File: src/rtl/led_pkg.sv
// Shared encodings for the LED sequencer: engine modes, CPU register map,
// controller states and the bounce direction.
package led_pkg;

   typedef enum logic [1:0] {
      MODE_MANUAL = 2'd0,
      MODE_BLINK  = 2'd1,
      MODE_ROTATE = 2'd2,
      MODE_BOUNCE = 2'd3
   } mode_e;

   localparam logic [1:0] ADDR_MODE    = 2'd0;
   localparam logic [1:0] ADDR_PATTERN = 2'd1;
   localparam logic [1:0] ADDR_RATE    = 2'd2;
   localparam logic [1:0] ADDR_STATUS  = 2'd3;

   typedef enum logic {
      ST_INIT,
      ST_RUN
   } state_e;

   typedef enum logic {
      DIR_LEFT,
      DIR_RIGHT
   } dir_e;

   // True when exactly one bit of v is set.
   function automatic logic is_one_hot(input logic [7:0] v);
      return (v != 8'h00) && ((v & (v - 8'h01)) == 8'h00);
   endfunction

endpackage

File: src/rtl/led_tick_gen.sv
// Step timebase: a prescaler producing base ticks every CLK_DIV clocks and a
// rate counter producing one step pulse every RATE ticks (RATE=0 acts as 1).
module led_tick_gen #(
   parameter int CLK_DIV = 25000000,
   parameter int RATE_W  = 8
) (
   input  logic              clk,
   input  logic              rst,
   input  logic              clr,
   input  logic              en,
   input  logic [RATE_W-1:0] rate,
   output logic              step
);

   localparam int PRE_W = (CLK_DIV > 1) ? $clog2(CLK_DIV) : 1;
   localparam logic [PRE_W-1:0] PRE_LAST = PRE_W'(CLK_DIV - 1);

   logic [PRE_W-1:0]  pre_q,      pre_d;
   logic [RATE_W-1:0] rate_cnt_q, rate_cnt_d;
   logic [RATE_W-1:0] rate_eff;
   logic              tick;
   logic              wrap;

   // NOTE: every signal written here gets a default first, so no path leaves
   // a value unassigned and no latch is inferred.
   always_comb begin
      rate_eff   = (rate == '0) ? RATE_W'(1) : rate;
      tick       = en && (pre_q == PRE_LAST);
      wrap       = tick && (rate_cnt_q >= rate_eff - RATE_W'(1));
      pre_d      = pre_q;
      rate_cnt_d = rate_cnt_q;
      if (clr) begin
         pre_d      = '0;
         rate_cnt_d = '0;
      end else if (en) begin
         pre_d = tick ? '0 : pre_q + PRE_W'(1);
         if (tick) begin
            rate_cnt_d = wrap ? '0 : rate_cnt_q + RATE_W'(1);
         end
      end
   end

   // A clear restarts the timebase, so a wrap coinciding with it is dropped.
   assign step = wrap && !clr;

   // NOTE: sequential state uses non-blocking assignments only, so every flop
   // samples the pre-edge value of the others.
   always_ff @(posedge clk) begin
      if (rst) begin
         pre_q      <= '0;
         rate_cnt_q <= '0;
      end else begin
         pre_q      <= pre_d;
         rate_cnt_q <= rate_cnt_d;
      end
   end

endmodule

File: src/rtl/led_sequencer.sv
// LED output controller: CPU register file plus a pattern engine that share
// the single write port (led_data/led_we) of the downstream LED register.
module led_sequencer
   import led_pkg::*;
#(
   parameter int CLK_DIV = 25000000,
   parameter int RATE_W  = 8
) (
   input  logic       clk,
   input  logic       rst,
   input  logic       cpu_we,
   input  logic [1:0] cpu_addr,
   input  logic [7:0] cpu_wdata,
   output logic [7:0] cpu_rdata,
   output logic [7:0] led_data,
   output logic       led_we
);

   state_e            state_q,   state_d;
   mode_e             mode_q,    mode_d;
   logic [7:0]        pattern_q, pattern_d;
   logic [RATE_W-1:0] rate_q,    rate_d;
   logic [7:0]        shadow_q,  shadow_d;
   dir_e              dir_q,     dir_d;
   logic              led_we_q,  led_we_d;

   logic  mode_wr, pat_wr, rate_wr, clr, step;
   mode_e new_mode;
   dir_e  bounce_dir;

   assign mode_wr  = cpu_we && (cpu_addr == ADDR_MODE);
   assign pat_wr   = cpu_we && (cpu_addr == ADDR_PATTERN);
   assign rate_wr  = cpu_we && (cpu_addr == ADDR_RATE);
   assign clr      = mode_wr || pat_wr || rate_wr;
   assign new_mode = mode_e'(cpu_wdata[1:0]);

   led_tick_gen #(
      .CLK_DIV (CLK_DIV),
      .RATE_W  (RATE_W)
   ) u_tick_gen (
      .clk  (clk),
      .rst  (rst),
      .clr  (clr),
      .en   (mode_q != MODE_MANUAL),
      .rate (rate_q),
      .step (step)
   );

   always_comb begin
      state_d    = state_q;
      mode_d     = mode_q;
      pattern_d  = pattern_q;
      rate_d     = rate_q;
      shadow_d   = shadow_q;
      dir_d      = dir_q;
      led_we_d   = 1'b0;
      bounce_dir = dir_q;

      if (mode_wr) mode_d    = new_mode;
      if (pat_wr)  pattern_d = cpu_wdata;
      if (rate_wr) rate_d    = RATE_W'(cpu_wdata);

      case (state_q)
         // The LED register powers up unknown, so the first cycle clears it.
         ST_INIT: begin
            shadow_d = 8'h00;
            led_we_d = 1'b1;
            state_d  = ST_RUN;
         end
         ST_RUN: begin
            if (pat_wr) begin
               shadow_d = cpu_wdata;
               led_we_d = 1'b1;
            end else if (mode_wr && (new_mode != mode_q)) begin
               shadow_d = pattern_q;
               dir_d    = DIR_LEFT;
               led_we_d = 1'b1;
            end else if (step) begin
               led_we_d = (mode_q != MODE_MANUAL);
               case (mode_q)
                  MODE_BLINK:  shadow_d = (shadow_q != 8'h00) ? 8'h00 : pattern_q;
                  MODE_ROTATE: shadow_d = {shadow_q[6:0], shadow_q[7]};
                  MODE_BOUNCE: begin
                     if (!is_one_hot(shadow_q)) begin
                        shadow_d = 8'h01;
                        dir_d    = DIR_LEFT;
                     end else begin
                        // The end bits force the direction, so a pattern
                        // loaded at either end never shifts out.
                        if (shadow_q[7])      bounce_dir = DIR_RIGHT;
                        else if (shadow_q[0]) bounce_dir = DIR_LEFT;
                        dir_d    = bounce_dir;
                        shadow_d = (bounce_dir == DIR_LEFT) ? (shadow_q << 1)
                                                            : (shadow_q >> 1);
                     end
                  end
                  default: shadow_d = shadow_q;
               endcase
            end
         end
         default: state_d = ST_INIT;
      endcase
   end

   always_ff @(posedge clk) begin
      if (rst) begin
         state_q   <= ST_INIT;
         mode_q    <= MODE_MANUAL;
         pattern_q <= 8'h00;
         rate_q    <= RATE_W'(1);
         shadow_q  <= 8'h00;
         dir_q     <= DIR_LEFT;
         led_we_q  <= 1'b0;
      end else begin
         state_q   <= state_d;
         mode_q    <= mode_d;
         pattern_q <= pattern_d;
         rate_q    <= rate_d;
         shadow_q  <= shadow_d;
         dir_q     <= dir_d;
         led_we_q  <= led_we_d;
      end
   end

   always_comb begin
      cpu_rdata = 8'h00;
      case (cpu_addr)
         ADDR_MODE:    cpu_rdata = {6'b0, mode_q};
         ADDR_PATTERN: cpu_rdata = pattern_q;
         ADDR_RATE:    cpu_rdata = 8'(rate_q);
         default:      cpu_rdata = shadow_q;
      endcase
   end

   assign led_data = shadow_q;
   assign led_we   = led_we_q;

endmodule
File: config.mk
export PLATFORM = sky130hd
export DESIGN_NAME = led_sequencer
export DESIGN_NICKNAME = d
export VERILOG_FILES = /design/src/rtl/led_pkg.sv /design/src/rtl/led_tick_gen.sv /design/src/rtl/led_sequencer.sv
export SDC_FILE = /design/constraint.sdc
export NUM_CORES = 1
export LEC_CHECK = 0
export CAP_MARGIN = 20
export CORE_UTILIZATION = 46
export DETAILED_ROUTE_END_ITERATION = 6
export PLACE_DENSITY = 0.66
export SLEW_MARGIN = 10
export SYNTH_ARGS = -nofsm -noshare
export SYNTH_HDL_FRONTEND = slang
export SYNTH_HIERARCHICAL = 1
export SYNTH_SLANG_ARGS = --single-unit
File: constraint.sdc
create_clock -name clk -period 3.85 [get_ports clk]
set_clock_uncertainty 0.1 [all_clocks]
set_input_delay 0.77 -clock clk [delete_from_list [all_inputs] [get_ports clk]]
set_output_delay 0.77 -clock clk [all_outputs]
set_load 0.02 [all_outputs]
Word-level counts from Yosys, hierarchy flattened
Index checks and enable logic that the tools add are counted.
- flip-flop bits (word level): 62
- latch bits: 0
- bits in writable memories: 0
- ROM bits: 0
- input port bits: 13
- memories kept: 0
- add/subtract/negate cells: 4
- multipliers: 0
- divide/modulo/power cells: 0
- $lt $le $gt $ge: 1
- equality and inequality tests: 9
- shifts and indexed selects: 0
- mux-type cells: 29
- bitwise operators: 3
- reductions and logical operators: 22
- operators with widths (cell ; number):
    $mux 8 ; 8
    $pmux 8 s3 ; 2
    $add 25x1->25 const B ; 1
    $eq 25x25->1 const B ; 1
    $mux 25 ; 1
    $logic_not 8->1 ; 2
    $mux 1 ; 16
    $pmux 8 s2 ; 1
    $sub 8x1->8 const B ; 2
    $add 8x1->8 const B ; 1
    $and 8x8->8 ; 1
    $ge 8x8->1 ; 1
    $logic_and 1x1->1 ; 8
    $reduce_bool 8->1 ; 1
    $eq 2x2->1 const B ; 3
    $ne 6x1->1 const B ; 1
    $reduce_bool 2->1 ; 3
    $eq 2x1->1 const B ; 2
    $ne 4x1->1 const B ; 1
    $reduce_and 2->1 ; 2
    $reduce_and 4->1 ; 1
    $logic_not 2->1 ; 1
    $logic_or 1x1->1 ; 2
    $ne 2x2->1 ; 1
    4 further kinds ; 5

Depth between registers and ports, before layout
- depth in word-level cells: 17
- mapped depth: 17

Hierarchy
The synthesis kept the hierarchy.
- by module, submodules not included (module ; instances ; cells each ; area an instance (um2)):
    led_tick_gen ; 1 ; 228 ; 1934.4
    led_sequencer ; 1 ; 211 ; 1740.4

Least setup slack after synthesis
OpenSTA, ideal clock, no wires.
- path kind: reg-to-reg
- start point: register rate_q[2]
- end point: register shadow_q[0] (netlist: led_data[0])
- library setup time: 0.137 ns
- arrival time: 3.118 ns
- data required time: 3.613 ns
- setup slack: 0.495 ns
- cell stages (with the launch flop): 17
- path buffers: 1
- clock period less this slack: 3.355 ns
- cells stage by stage: dfxtp_1 nor4_1 nand2_1 nor2_1 nor2_1 ha_1 nand2_1 xor2_1 ha_1 nand2_1 nor3_1 a21oi_1 nor3_1 a221oi_1 buf_2 a222oi_1 o32ai_2
- longest elaborated chain between the ends: 8
- RTL lines (item ; RTL line ; text):
    from (decl) ; led_sequencer.sv:22 ; logic [RATE_W-1:0] rate_q, rate_d;
    from (signal assigned) ; led_sequencer.sv:118 ; rate_q <= rate_d;
    $logic_not 8->1 ; led_tick_gen.sv:27 ; rate_eff = (rate == '0) ? RATE_W'(1) : rate;
    $mux 8 (*) ; led_tick_gen.sv:27 ;
    $sub 8x1->8 (*) ; led_tick_gen.sv:29 ; wrap = tick && (rate_cnt_q >= rate_eff - RATE_W'(1));
    $ge 8x8->1 (*) ; led_tick_gen.sv:29 ;
    $logic_and 1x1->1 (*) ; led_tick_gen.sv:29 ;
    $logic_and 1x1->1 (*) ; led_tick_gen.sv:44 ; assign step = wrap && !clr;
    via step ; led_sequencer.sv:27 ; logic mode_wr, pat_wr, rate_wr, clr, step;
    $ne 4x1->1 (no line) (*) ; n/a ;
    $reduce_and 2->1 (no line) (*) ; n/a ;
    to (signal assigned) ; led_sequencer.sv:119 ; shadow_q <= shadow_d;
    to (decl) ; led_sequencer.sv:23 ; logic [7:0] shadow_q, shadow_d;
Mark *: on every way through the listed nets, which the timed path passes. The rest lies on a longest branch.
A chain may end at the register's enable or synchronous reset.

Final worst setup path
Same ends and word-level chain as after synthesis.

==> key figures <==
CTS
  • Max Root-Sink Buffers: 2
  • Htree depth: 3
  • CTS root buffer: clkbuf_8
  • Sink Count: a little over 60
  • Total CTS buffers: 9
  • CTS tree: built
  • Clk Latency, worst-skew pair: approximately 0.34 ns
  • Worst-path clk slew: approximately 0.07 ns
  • Hold-fix buffers, CTS: 0

Critical path
  • Critical Path Max Stage Delay: 0.44 ns
  • Worst r2r dst: led_data[0]
  • Critical path's slowest cell: a222oi_1
  • Worst setup path class: register to register
  • CP Capture Type: register
  • CP required: roughly 4.0 ns
  • Cells on worst reg2reg path: 14
  • CP startpoint kind: register
  • Critical Path AT: between 3 and 4 ns
  • FF-to-FF setup slack: 0.21 ns
  • FF-to-FF Start: rate_q[2]
  • Critical Path Fanout Max: 7
  • Crit path cell chain: nor4_1, nand2_1, nor2_1, nor2_1, ha_1, xnor2_1, ha_1, o21ai_0, o21ai_1, a21oi_1, nor3_2, a221oi_4, a222oi_1, o32ai_2

Finish
  • Most common cell after layout, fill and taps aside: dfxtp_1
  • Area delta synth->final: 18.69%
  • Number of diodes: 0
  • Layout Nets: 497
  • Number of fill cells in the layout: roughly 670
  • Share of cells above drive strength 1: about 14%
  • Final core occ: 56.44%
  • Commonest non-fill, non-tap cells in the layout: dfxtp_1 (62), nor2_1 (53), nand2_1 (48), clkdlybuf4s50_1 (29), a21oi_1 (25)

Yosys
  • Primary FF master, synth: dfxtp_1
  • Post-synthesis adder-cell area fraction: ~4.0%
  • Top cells by area, synth: dfxtp_1 (34%), nor2_1 (5.4%), nand2_1 (4.9%)
  • Synth Register Bits: 62
  • Multiplexer area fraction after synthesis: 7.014%
  • Synth Area per Inst: around 8.4 µm²
  • Unique cell type count in the Yosys netlist: 68
  • Main combinational cell family by area after synthesis: simple AND/OR/NAND/NOR gates
  • Yosys top cell area share: 33.78%
  • Synth async-reset ratio: 0%
  • Cell Area, Synth: ~3700 µm²
  • Post-synth EDFFs: 0
  • Sequential area share after synthesis: ~34%
  • Mapped Cells: ~440
  • Ys Warns: 6
  • Synth Area in Simple Gates: between 20% and 30%
  • Compound-Gate Fraction of Synth Area: between 15 and 20%
  • Leading area contributor after synthesis: dfxtp_1
  • Post-synthesis xor/xnor area fraction: under 10%
  • Syn_nets: approximately 460

GRT
  • GR Overflow Total: 0
  • Initial antenna violation count: 0
  • Number of global-route vias before repair: just over 3000
  • Pin count of the biggest net entering global routing: 24
  • First-pass GRT wire length: around 15 mm
  • Overall routing resource usage: 23.27%

Power
  • PD cells: approximately 340 nW/µm²
  • Reg power frac: 44.4%
  • P_int: 1.108 mW
  • Combinational Power Share: between 10% and 20%
  • Switch Pwr: around 390 µW
  • Switching share of power: 25.89%
  • Clock power share: about 43%
  • Leakage power: 1.615 nW
  • VDD IR max: 0.0001703 V
  • Overall Power: roughly 1.5 mW

Die
  • Num rows: 32
  • Chip Width: approximately 91 µm
  • Die ar.: 8350 µm²
  • Die H: about 90 µm
  • Core area: 7727 µm²
  • Starting Density: a little under half
  • I/O pin total: 30

Drt
  • Pre-antenna DRT Iters: 5
  • Routed wire length: 9.522 mm
  • DRT antenna net count: 0
  • Via count: ~3400
  • DRC: 0
  • Post-DR wirelength/cell: 16.42 µm
  • DR iter-0 viols: ~250
  • DR vias/cell: a little under 6

Timing
  • Max-slew violations: 0
  • Tmin final: 3.638 ns
  • Fin crit share: a little over nine tenths
  • Final Hold Viols: 0
  • Max_slew headroom: around 58%
  • Fmax: 274.9 MHz
  • Actual slew at the worst max-slew pin: ~0.63 ns
  • Setup tns final: 0 ns
  • RSZ-0062 raised after global routing: no
  • Final setup vio count: 0

Hold path
  • Hold_sp: pattern_q[2]
  • Hold path depth: 2
  • Worst Hold Path EP: pattern_q[2]
  • Worst hold path class: register to register

Placed design
  • Port Buf Inserts: 29
  • Final HPWL DP: ~6.8 mm
  • GPL Wtd Cong: 0.8740

Flow run
  • Max Cap Violations: 0

Outcome
  • Outcome: finished clean
[kinds of logic (layout without fill, tap and decap cells)]
logic type / count (synthesis) / in the layout
AO/OA/AOI/OAI: 90 / 90
XOR/XNOR: 28 / 28
adder cells (fa/ha/maj): 12 / 12
buffers and inverters: 37 / 76
flip-flops: 62 / 62
multiplexers: 22 / 22
AND/OR/NAND/NOR: 188 / 188
[repair_timing]
| item | 4_1_cts | 5_1_grt |
|---|---|---|
| setup buffers | 0 | 2 |
| setup endpoints to repair | 7 | 7 |
| resized for setup | 1 | 3 |
| pin swaps | 0 | 1 |
[stage by stage]
| step | instances | hold slack [ns] | setup slack, ns | cell area, µm² |
|---|---|---|---|---|
| 2_1_floorplan | 439 | 0.3422 | 0.4951 | 3675 |
| 3_3_place_gp | 562 | 0.3766 | -0.01838 | 4096 |
| 3_5_place_dp | 562 | 0.3806 | -0.2100 | 4096 |
| 4_1_cts | 578 | 0.3913 | 0.1533 | 4325 |
| 5_1_grt | 580 | 0.4182 | 0.006816 | 4362 |
| 6_report | 580 | 0.3969 | 0.2120 | 4362 |
[power by group through the flow]
| stage | sequential [mW] | clock [mW] | combinational, mW |
|---|---|---|---|
| floorplan | 0.677 | 0 | 0.113 |
| global placement | 0.678 | 0 | 0.169 |
| detailed placement | 0.678 | 0 | 0.172 |
| CTS | 0.663 | 0.660 | 0.173 |
| global route | 0.665 | 0.689 | 0.196 |
| finish | 0.664 | 0.648 | 0.183 |
[metal layers]
| layer | wire length (µm) | vias up | global-route usage [%] |
|---|---|---|---|
| li1 | - | 1646 | - |
| met1 | 4314 | 1620 | 31.08 |
| met2 | 4454 | 129 | 36.72 |
| met3 | 562 | 21 | 5.528 |
| met4 | 191 | 0 | 7.804 |
| met5 | 0 | - | 0 |
[Yosys cell counts, types with 6 or more instances]
library cell	n
a21oi_1	25
a22o_1	7
buf_2	6
clkbuf_1	13
dfxtp_1	62
ha_1	11
inv_1	14
mux2_2	10
mux2i_1	10
nand2_1	48
nand3_1	18
nand4_1	12
nor2_1	53
o21ai_0	15
o22ai_1	6
xnor2_1	9
xor2_1	19
[cell type report]
type | instances | area (µm²) | share of cell area (%)
clock buffers | 10 | 137.6 | 3.155
multi-input cells | 340 | 2300 | 52.73
repair buffers | 46 | 417.9 | 9.581
flip-flops and latches | 62 | 1241 | 28.46
inverters | 14 | 52.55 | 1.205
well taps | 102 | 127.6 | 2.926
clock inverters | 6 | 85.08 | 1.951
[critical path, delay by kind of cell, from the launching register on]
| kind | cells | cell delay, ns |
|---|---|---|
| simple gates | 5 | 1.11 |
| xor+xnor | 1 | 0.15 |
| flops | 1 | 0.31 |
| compound gates | 6 | 1.30 |
| fa+ha+maj | 2 | 0.53 |
[flip-flops by register name, summed over array words and instances (netlist names)]
name	count
state_q	1
u_tick_gen/pre_q	25
u_tick_gen/rate_cnt_q	8
rate_q	8
mode_q	2
dir_q	1
led_data	8
pattern_q	8
led_we	1
[worst max path at each step]
stage,start,endpoint,slack [ns],cells after the start
floorplan,rate_q[2],led_data[0],0.50,16
finish,rate_q[2],led_data[0],0.21,14
detailed placement,rate_q[2],led_data[5],-0.21,15
CTS,rate_q[2],led_data[0],0.15,15
global route,rate_q[2],led_data[0],0.007,14
global placement,rate_q[2],led_data[5],-0.02,14
(Power assumes the default switching activity.)
